$ cat config.mk
export PLATFORM = sky130hd
export DESIGN_NAME = lcd_mode_arbiter
export DESIGN_NICKNAME = d
export VERILOG_FILES = /design/src/rtl/lcd_mode_arbiter.sv
export SDC_FILE = /design/constraint.sdc
export NUM_CORES = 1
export LEC_CHECK = 0
export CAP_MARGIN = 20
export CORE_ASPECT_RATIO = 0.7
export CORE_MARGIN = 1
export CORE_UTILIZATION = 40
export DETAILED_ROUTE_END_ITERATION = 6
export PLACE_DENSITY = 0.74
export SYNTH_ARGS = -nofsm -noshare
export SYNTH_HDL_FRONTEND = slang
export SYNTH_SLANG_ARGS = --single-unit
$ cat constraint.sdc
create_clock -name clk -period 1.9 [get_ports clk]
set_input_delay 0.285 -clock clk [delete_from_list [all_inputs] [get_ports clk]]
set_output_delay 0.285 -clock clk [all_outputs]
set_load 0.005 [all_outputs]
$ cat src/rtl/lcd_mode_arbiter.sv
// ---------------------------------------------------------------------------
// lcd_mode_arbiter
//
// Shares the single 8-bit LCD character path between the calculator and the
// puzzle-game producers. The raw mode_switch is synchronised and debounced.
// The current owner's characters are forwarded through a valid/ready
// handshake. Each ownership change emits one clear character, followed by a
// guard gap before the new owner is served.
//
// Ports
//   clk          in   system clock, rising edge
//   reset        in   asynchronous, active-low reset
//   mode_switch  in   raw switch; 1 = calculator, 0 = puzzle
//   calc_valid   in   calculator has a char
//   calc_char    in   calculator char
//   calc_ready   out  calculator char accepted this cycle
//   puzz_valid   in   puzzle has a char
//   puzz_char    in   puzzle char
//   puzz_ready   out  puzzle char accepted this cycle
//   lcd_busy     in   LCD driver cannot accept a write
//   lcd_out      out  registered char to LCD (holds when lcd_we=0)
//   lcd_we       out  one-cycle write strobe qualifying lcd_out
//   lcd_col      out  column of the next write, 0..LINE_LEN-1
//   active_mode  out  current owner (1 = calculator)
// ---------------------------------------------------------------------------
module lcd_mode_arbiter #(
  parameter int         DEBOUNCE_CYCLES = 4,
  parameter int         GAP_CYCLES      = 2,
  parameter logic [7:0] CLR_CHAR        = 8'h01,
  parameter int         LINE_LEN        = 16
) (
  input  logic       clk,
  input  logic       reset,
  input  logic       mode_switch,
  input  logic       calc_valid,
  input  logic [7:0] calc_char,
  output logic       calc_ready,
  input  logic       puzz_valid,
  input  logic [7:0] puzz_char,
  output logic       puzz_ready,
  input  logic       lcd_busy,
  output logic [7:0] lcd_out,
  output logic       lcd_we,
  output logic [4:0] lcd_col,
  output logic       active_mode
);

  localparam int DB_W  = (DEBOUNCE_CYCLES > 1) ? $clog2(DEBOUNCE_CYCLES) : 1;
  localparam int GAP_W = (GAP_CYCLES > 1) ? $clog2(GAP_CYCLES) : 1;

  typedef enum logic [1:0] {
    ST_OWN,
    ST_CLEAR,
    ST_GAP
  } state_t;

  state_t            state_reg;
  logic              owner_reg;
  logic              db_mode_reg;
  logic [1:0]        sync_reg;
  logic [DB_W-1:0]   db_cnt_reg;
  logic [GAP_W-1:0]  gap_cnt_reg;
  logic [7:0]        lcd_out_reg;
  logic              lcd_we_reg;
  logic [4:0]        lcd_col_reg;

  logic              serving;
  logic              xfer;
  logic [7:0]        xfer_char;
  logic [4:0]        col_next;

  // ---------------------------------------------------------------------
  // Synchroniser and debouncer. The debounced mode flips only after the
  // synced switch has disagreed with it for DEBOUNCE_CYCLES consecutive
  // cycles; any agreement in between restarts the count.
  // ---------------------------------------------------------------------
  always_ff @(posedge clk or negedge reset) begin
    if (!reset) begin
      sync_reg    <= 2'b00;
      db_mode_reg <= 1'b0;
      db_cnt_reg  <= '0;
    end else begin
      sync_reg <= {sync_reg[0], mode_switch};
      if (sync_reg[1] != db_mode_reg) begin
        if (db_cnt_reg == DB_W'(DEBOUNCE_CYCLES - 1)) begin
          db_mode_reg <= sync_reg[1];
          db_cnt_reg  <= '0;
        end else begin
          db_cnt_reg <= db_cnt_reg + DB_W'(1);
        end
      end else begin
        db_cnt_reg <= '0;
      end
    end
  end

  // ---------------------------------------------------------------------
  // Handshake. Only the owner is ever served, and only while the debounced
  // mode still matches the owner: a pending mode change drops both readys
  // in the same cycle, so it wins over any pending valid. The readys are
  // also forced low while reset is held.
  // ---------------------------------------------------------------------
  assign serving    = (state_reg == ST_OWN) && (db_mode_reg == owner_reg);
  assign calc_ready = reset && serving && owner_reg && !lcd_busy;
  assign puzz_ready = reset && serving && !owner_reg && !lcd_busy;

  assign xfer      = (calc_valid && calc_ready) || (puzz_valid && puzz_ready);
  assign xfer_char = owner_reg ? calc_char : puzz_char;
  assign col_next  = (lcd_col_reg == 5'(LINE_LEN - 1)) ? 5'd0 : lcd_col_reg + 5'd1;

  // ---------------------------------------------------------------------
  // Ownership FSM with registered LCD outputs. The strobe defaults low each
  // cycle, so every write is a single-cycle pulse. The OWN->CLEAR edge
  // always takes one cycle, which keeps the last owner write and the clear
  // write from landing on consecutive cycles.
  // ---------------------------------------------------------------------
  always_ff @(posedge clk or negedge reset) begin
    if (!reset) begin
      state_reg   <= ST_OWN;
      owner_reg   <= 1'b0;
      gap_cnt_reg <= '0;
      lcd_out_reg <= 8'h20;
      lcd_we_reg  <= 1'b0;
      lcd_col_reg <= 5'd0;
    end else begin
      lcd_we_reg <= 1'b0;
      case (state_reg)
        ST_OWN: begin
          if (db_mode_reg != owner_reg) begin
            state_reg <= ST_CLEAR;
          end else if (xfer) begin
            lcd_out_reg <= xfer_char;
            lcd_we_reg  <= 1'b1;
            lcd_col_reg <= col_next;
          end
        end
        ST_CLEAR: begin
          if (!lcd_busy) begin
            lcd_out_reg <= CLR_CHAR;
            lcd_we_reg  <= 1'b1;
            lcd_col_reg <= 5'd0;
            gap_cnt_reg <= '0;
            state_reg   <= ST_GAP;
          end
        end
        ST_GAP: begin
          // The new owner is whatever the debounced mode is at the end of
          // the gap; if it flipped back meanwhile, OWN sees no mismatch and
          // simply resumes with the old owner.
          if (gap_cnt_reg == GAP_W'(GAP_CYCLES - 1)) begin
            owner_reg   <= db_mode_reg;
            gap_cnt_reg <= '0;
            state_reg   <= ST_OWN;
          end else begin
            gap_cnt_reg <= gap_cnt_reg + GAP_W'(1);
          end
        end
        default: state_reg <= ST_OWN;
      endcase
    end
  end

  assign lcd_out     = lcd_out_reg;
  assign lcd_we      = lcd_we_reg;
  assign lcd_col     = lcd_col_reg;
  assign active_mode = owner_reg;

endmodule

; Yosys cells after proc, flatten, opt, wreduce, memory -nomap -nowiden
; Cells that the tools add are included.
[totals]
reg_bits = 23
out_inout_bits = 17
word_cells = 66
[classes]
addsub = 3
n_eq_ne = 12
mux = 23
n_reduce_logical = 19
[ops]
columns = op, count
row1 = $mux W8, 4
row2 = $mux W5, 4
row3 = $pmux W8 S2, 1
row4 = $mux W2, 5
row5 = $pmux W5 S2, 1
row6 = $logic_and A1 B1 Y1, 8
row7 = $ne A2 B2 Y1 const B, 4
row8 = $pmux W2 S3, 1
row9 = $reduce_and A2 Y1, 3
row10 = $add A5 B1 Y5 const B, 1
row11 = $eq A5 B4 Y1 const B, 1
row12 = $mux W1, 5
row13 = $eq A2 B2 Y1 const B, 2
row14 = $pmux W1 S2, 2
row15 = $reduce_and A4 Y1, 1
row16 = $reduce_bool A2 Y1, 2
row17 = $reduce_and A3 Y1, 1
row18 = $add A2 B1 Y2 const B, 1
row19 = $eq A2 B1 Y1 const B, 1
row20 = $logic_not A1 Y1, 2
row21 = $logic_not A2 Y1, 1
row22 = $ne A1 B1 Y1, 2
row23 = $ne A2 B1 Y1 const B, 1
row24 = $add A1 B1 Y1 const B, 1
row25 = other kinds (2), 2

; Logic depth before layout (Yosys ltp)
[depth]
ltp_word = 10
ltp_mapped = 5

; Worst setup path before layout
; No wires, ideal clock.
[synth_path]
kind = reg-to-reg
start = reg state_reg[1]
end = reg lcd_out_reg[1], in the netlist lcd_out[1]
setup_ns = 0.125
t_arrival_ns = 1.684
path_slack_ns = 0.091
path_stages_with_launch = 6
period_less_slack_ns = 1.809
path_cell_list = dfrtp_1 > or4b_4 > o22a_4 > nand2_4 > buf_12 > mux2_4
[synth_between]
elab_chain_cells = 9
word_cells_on_any_way = 17
cone_classes = eq/ne (4) / mux (1) / reduce/logical (12)
[synth_rtl]
columns = item, line_no
row1 = start: declaration, 57  ; state_t state_reg;
row2 = start signal: assignment, 119  ; state_reg <= ST_OWN;
row3 = start signal: assignment, 130  ; state_reg <= ST_CLEAR;
row4 = start signal: assignment, 143  ; state_reg <= ST_GAP;
row5 = $logic_not A2 Y1, "103, 127"
row6 = $logic_and A1 B1 Y1, 103  ; assign serving = (state_reg == ST_OWN) && (db_mode_reg == owner_reg);
row7 = $logic_and A1 B1 Y1, "104, 105"
row8 = $logic_and A1 B1 Y1 (on tied branches) (2 in series), "104, 105"
row9 = $logic_and A1 B1 Y1, 107  ; assign xfer = (calc_valid && calc_ready) || (puzz_valid && puzz_ready);
row10 = $logic_or A1 B1 Y1, 107
row11 = $ne A2 B2 Y1 (no source line), --
row12 = $reduce_and A4 Y1 (no source line), --
row13 = end signal: assignment, 132  ; lcd_out_reg <= xfer_char;
row14 = end: declaration, 63  ; logic [7:0] lcd_out_reg;
; Parallel ways exist; a longest one is shown, timed or not.
; A chain may end at the register's enable or synchronous reset.

; Worst setup path in the final report
[layout_path]
start = reg state_reg[1]
end = reg lcd_out_reg[3], in the netlist lcd_out[3]
; The elaborated chain is that of the path after synthesis.

==> run_results.csv <==
group,metric,value,unit
placement,hpwlAfterDp,2.050,mm
clock_tree,cts_tree,"done",
grt,grt_pass1_wl,4.071,mm
setup_path,arrival,2.04,ns
routing,ant_nets,0,
setup_path,rr_startpoint,"state_reg[1]$_DFFE_PN0P_",
clock_tree,clk_latency,0.26,ns
synth,synth_ff_type,"dfrtp_1",
synth,async_reset_ff_share,100.0,%
pwr,swShare,34.19,%
clock_tree,root_buffer,"clkbuf_8",
routing,drtIter0Drc,14,
final_layout,stdcell_area,0.001753,mm²
routing,wl_met2,1.357,mm
timing,final-setup-viol-count,0,
setup_path,worstPathRequired,2.05,ns
routing,top_layer_used,"met4",
timing,slew_headroom,76.28,%
routing,met1_length,1.291,mm
clock_tree,clkTransAtPathRegs,0.08,ns
pwr,power_switching,0.8493,mW
pwr,vdd_drop_max,0.0007569,V
synth,avgSynthCellArea,11.40,µm²
synth,yosys_warnings,0,
floorplan,die_area,0.003129,mm²
grt,overflow,0,
routing,dr.pass1.iters,2,
final_layout,fill_cells,199,
clock_tree,holdBufCountCts,0,
final_layout,largest_reg_flops,8,
timing,min_period,1.891,ns
routing,drc,0,
pwr,power_frac_comb,53.7,%
grt,grt_usage,18.34,%
clock_tree,cts_sinks,23,
worst_hold_path,hold_class,"input port to async pin",
synth,synthesis.area,0.001162,mm²
pwr,p_int,1.635,mW
final_layout,drive_gt1_share,23.23,%
clock_tree,cts_buffers,3,
setup_path,critPathLaunchType,"register",
timing,post-route-period-util,99.53,%
synth,syn_nets,126,
floorplan,die_height,47.10,µm
grt,grt_antenna_before_repair,0,
routing,routed-wl-met3,143,µm
routing,wl_per_cell,14.86,µm
synth,yosysSeqAreaShare,49.62,%
final_layout,multiInputGateArea,594.3,µm²
pwr,share_seq_of_total_power,34.5,%
grt,grt_max_degree,17,
floorplan,rows,15,
pwr,clkPwrFrac,11.8,%
timing,maxSlewViolCount,0,
pwr,powerDensity,1417,mW/mm²
routing,viasPerCell,5.153,
routing,vias,974,
outcome,outcome,"complete, no violations",
final_layout,area_delta_synth_final,50.81,%
synth,synth_cell_types,30,
timing,skew,0.0005448,ns
floorplan,start_util,44.56,%
clock_tree,htreeDepth,1,
setup_path,crit_type,"register to register",
placement,gp_congestion,0.7591,
grt,first_global_vias,900,
floorplan,dieWidth,66.43,µm
synth,synth_edf_count,0,
routing,totalWireLength,2.809,mm
final_layout,seq_area,576.8,µm²
setup_path,startpoint,"state_reg[1]$_DFFE_PN0P_",
placement,place_worst_setup_slack,-0.3374,ns
synth,synth-seq-cells,23,
final_layout,nets,180,
synth,synthCells,102,
clock_tree,cts_buffer_depth,2,
setup_path,crit_path_max_fanout,7,
timing,hold_viol_final,0,
timing,rsz0062_at_grt,"yes",
flow_run,maxCapViolations,0,
setup_path,cp-end-kind,"register",
floorplan,ios,39,
placement,dp.cells,181,
placement,io_buffers,38,
final_layout,n_antenna_cell,0,
placement,place_area,0.001633,mm²
pwr,power.leakage,0.7892,nW
floorplan,core,0.002609,mm²
final_layout,stdcell_count,189,
timing,tightest_slew,0.3521,ns
timing,fin_ws,0.009010,ns
timing,fmax,528.8,MHz
cells by family after synthesis:
family / share of synthesized area, %
multiplexers: 19.48
AO/OA/AOI/OAI: 7.859
flip-flops: 49.62
buffers and inverters: 3.336
adder cells (fa/ha/maj): 2.153
AND/OR/NAND/NOR: 16.79
XOR/XNOR: 0.7536
power by group through the flow:
stage	Combinational (mW)	Clock, mW	Sequential (mW)
floorplan	0.696	0	0.863
global placement	1.19	0	0.849
finish	1.33	0.294	0.857
detailed placement	1.23	0	0.860
CTS	1.27	0.304	0.851
global route	1.44	0.329	0.878
area by class of cell:
cell class	count	share of cell area, %
Sequential cell	23	32.91
Multi-Input combinational cell	74	33.90
Timing Repair Buffer	51	27.55
Tap cell	34	2.427
Inverter	3	0.6424
Clock buffer	4	2.570
timing repair:
action	CTS	global route
pin swaps	1	4
cloned	1	0
buffers inserted	1	2
gates resized for setup	6	9
setup endpoints to repair	5	8
worst max-delay path, cell delays in order, from the launching register on:
cell and delay (ns):
dfrtp_1 0.39, or4b_4 0.57, buf_6 0.15, o22a_4 0.24, nand2_8 0.12, mux2_4 0.31
synth_stat cells, drive strengths merged (3+ instances only):
library cell	number	share of area, %
dfrtp	22	47
inv	3	0.97
mux2	11	13
mux2i	8	6.9
nand2	5	2.3
nand2b	3	1.6
nand3	6	2.6
nor2	15	4.8
nor3	3	1.3
o21ai	4	1.7
per-layer routing:
| layer | track usage, % | vias up |
|---|---|---|
| li1 | - | 469 |
| met4 | 8.511 | 0 |
| met5 | 0 | - |
| met3 | 4.612 | 2 |
| met1 | 21.43 | 477 |
| met2 | 32.86 | 26 |
per-stage QoR:
| step | TNS [ns] | power [mW] | hold slack, ns | utilization, % |
|---|---|---|---|---|
| detailed placement | -3.154 | 2.086 | 0.3465 | 62.59 |
| finish | 0 | 2.484 | 0.09948 | 67.19 |
| global route | -0.1649 | 2.645 | 0.1032 | 67.19 |
| global placement | -2.864 | 2.041 | 0.3359 | 62.59 |
| floorplan | 0 | 1.559 | -0.01059 | - |
| CTS | 0 | 2.424 | 0.09857 | 65.66 |
path summary, 6_finish.rpt:
kind | endpoint | slack, ns | cells after the start
setup / recovery | lcd_out[3]$_DFFE_PN0P_ | 0.009 | 5
hold / removal | lcd_out[0]$_DFFE_PN0P_ | 0.1 | 2
setup reg to reg | lcd_out[3]$_DFFE_PN0P_ | 0.009 | 5
hold reg to reg | sync_reg[1]$_DFF_PN0_ | 0.36 | 0
max in group asynchronous | lcd_col[4]$_DFFE_PN0P_ | 1.48 | 3
min in group clk | sync_reg[1]$_DFF_PN0_ | 0.36 | 0
layout by cell type (no fill, tap or decap), types with 2 or more instances in the layout:
master and n:
nor2b_1 2, nor2_1 13, buf_4 12, ha_1 2
nand2b_1 3, a21oi_1 2, mux2_2 2, inv_1 3
mux2_4 9, clkdlybuf4s50_1 34, clkdlybuf4s15_1 2, clkbuf_8 3
nand3_1 5, nor2_2 2, o22ai_1 2, nand2_1 4
nor3_1 3, dfrtp_1 22, mux2i_1 8, o21ai_0 4
Power figures use the tool's default switching activity.
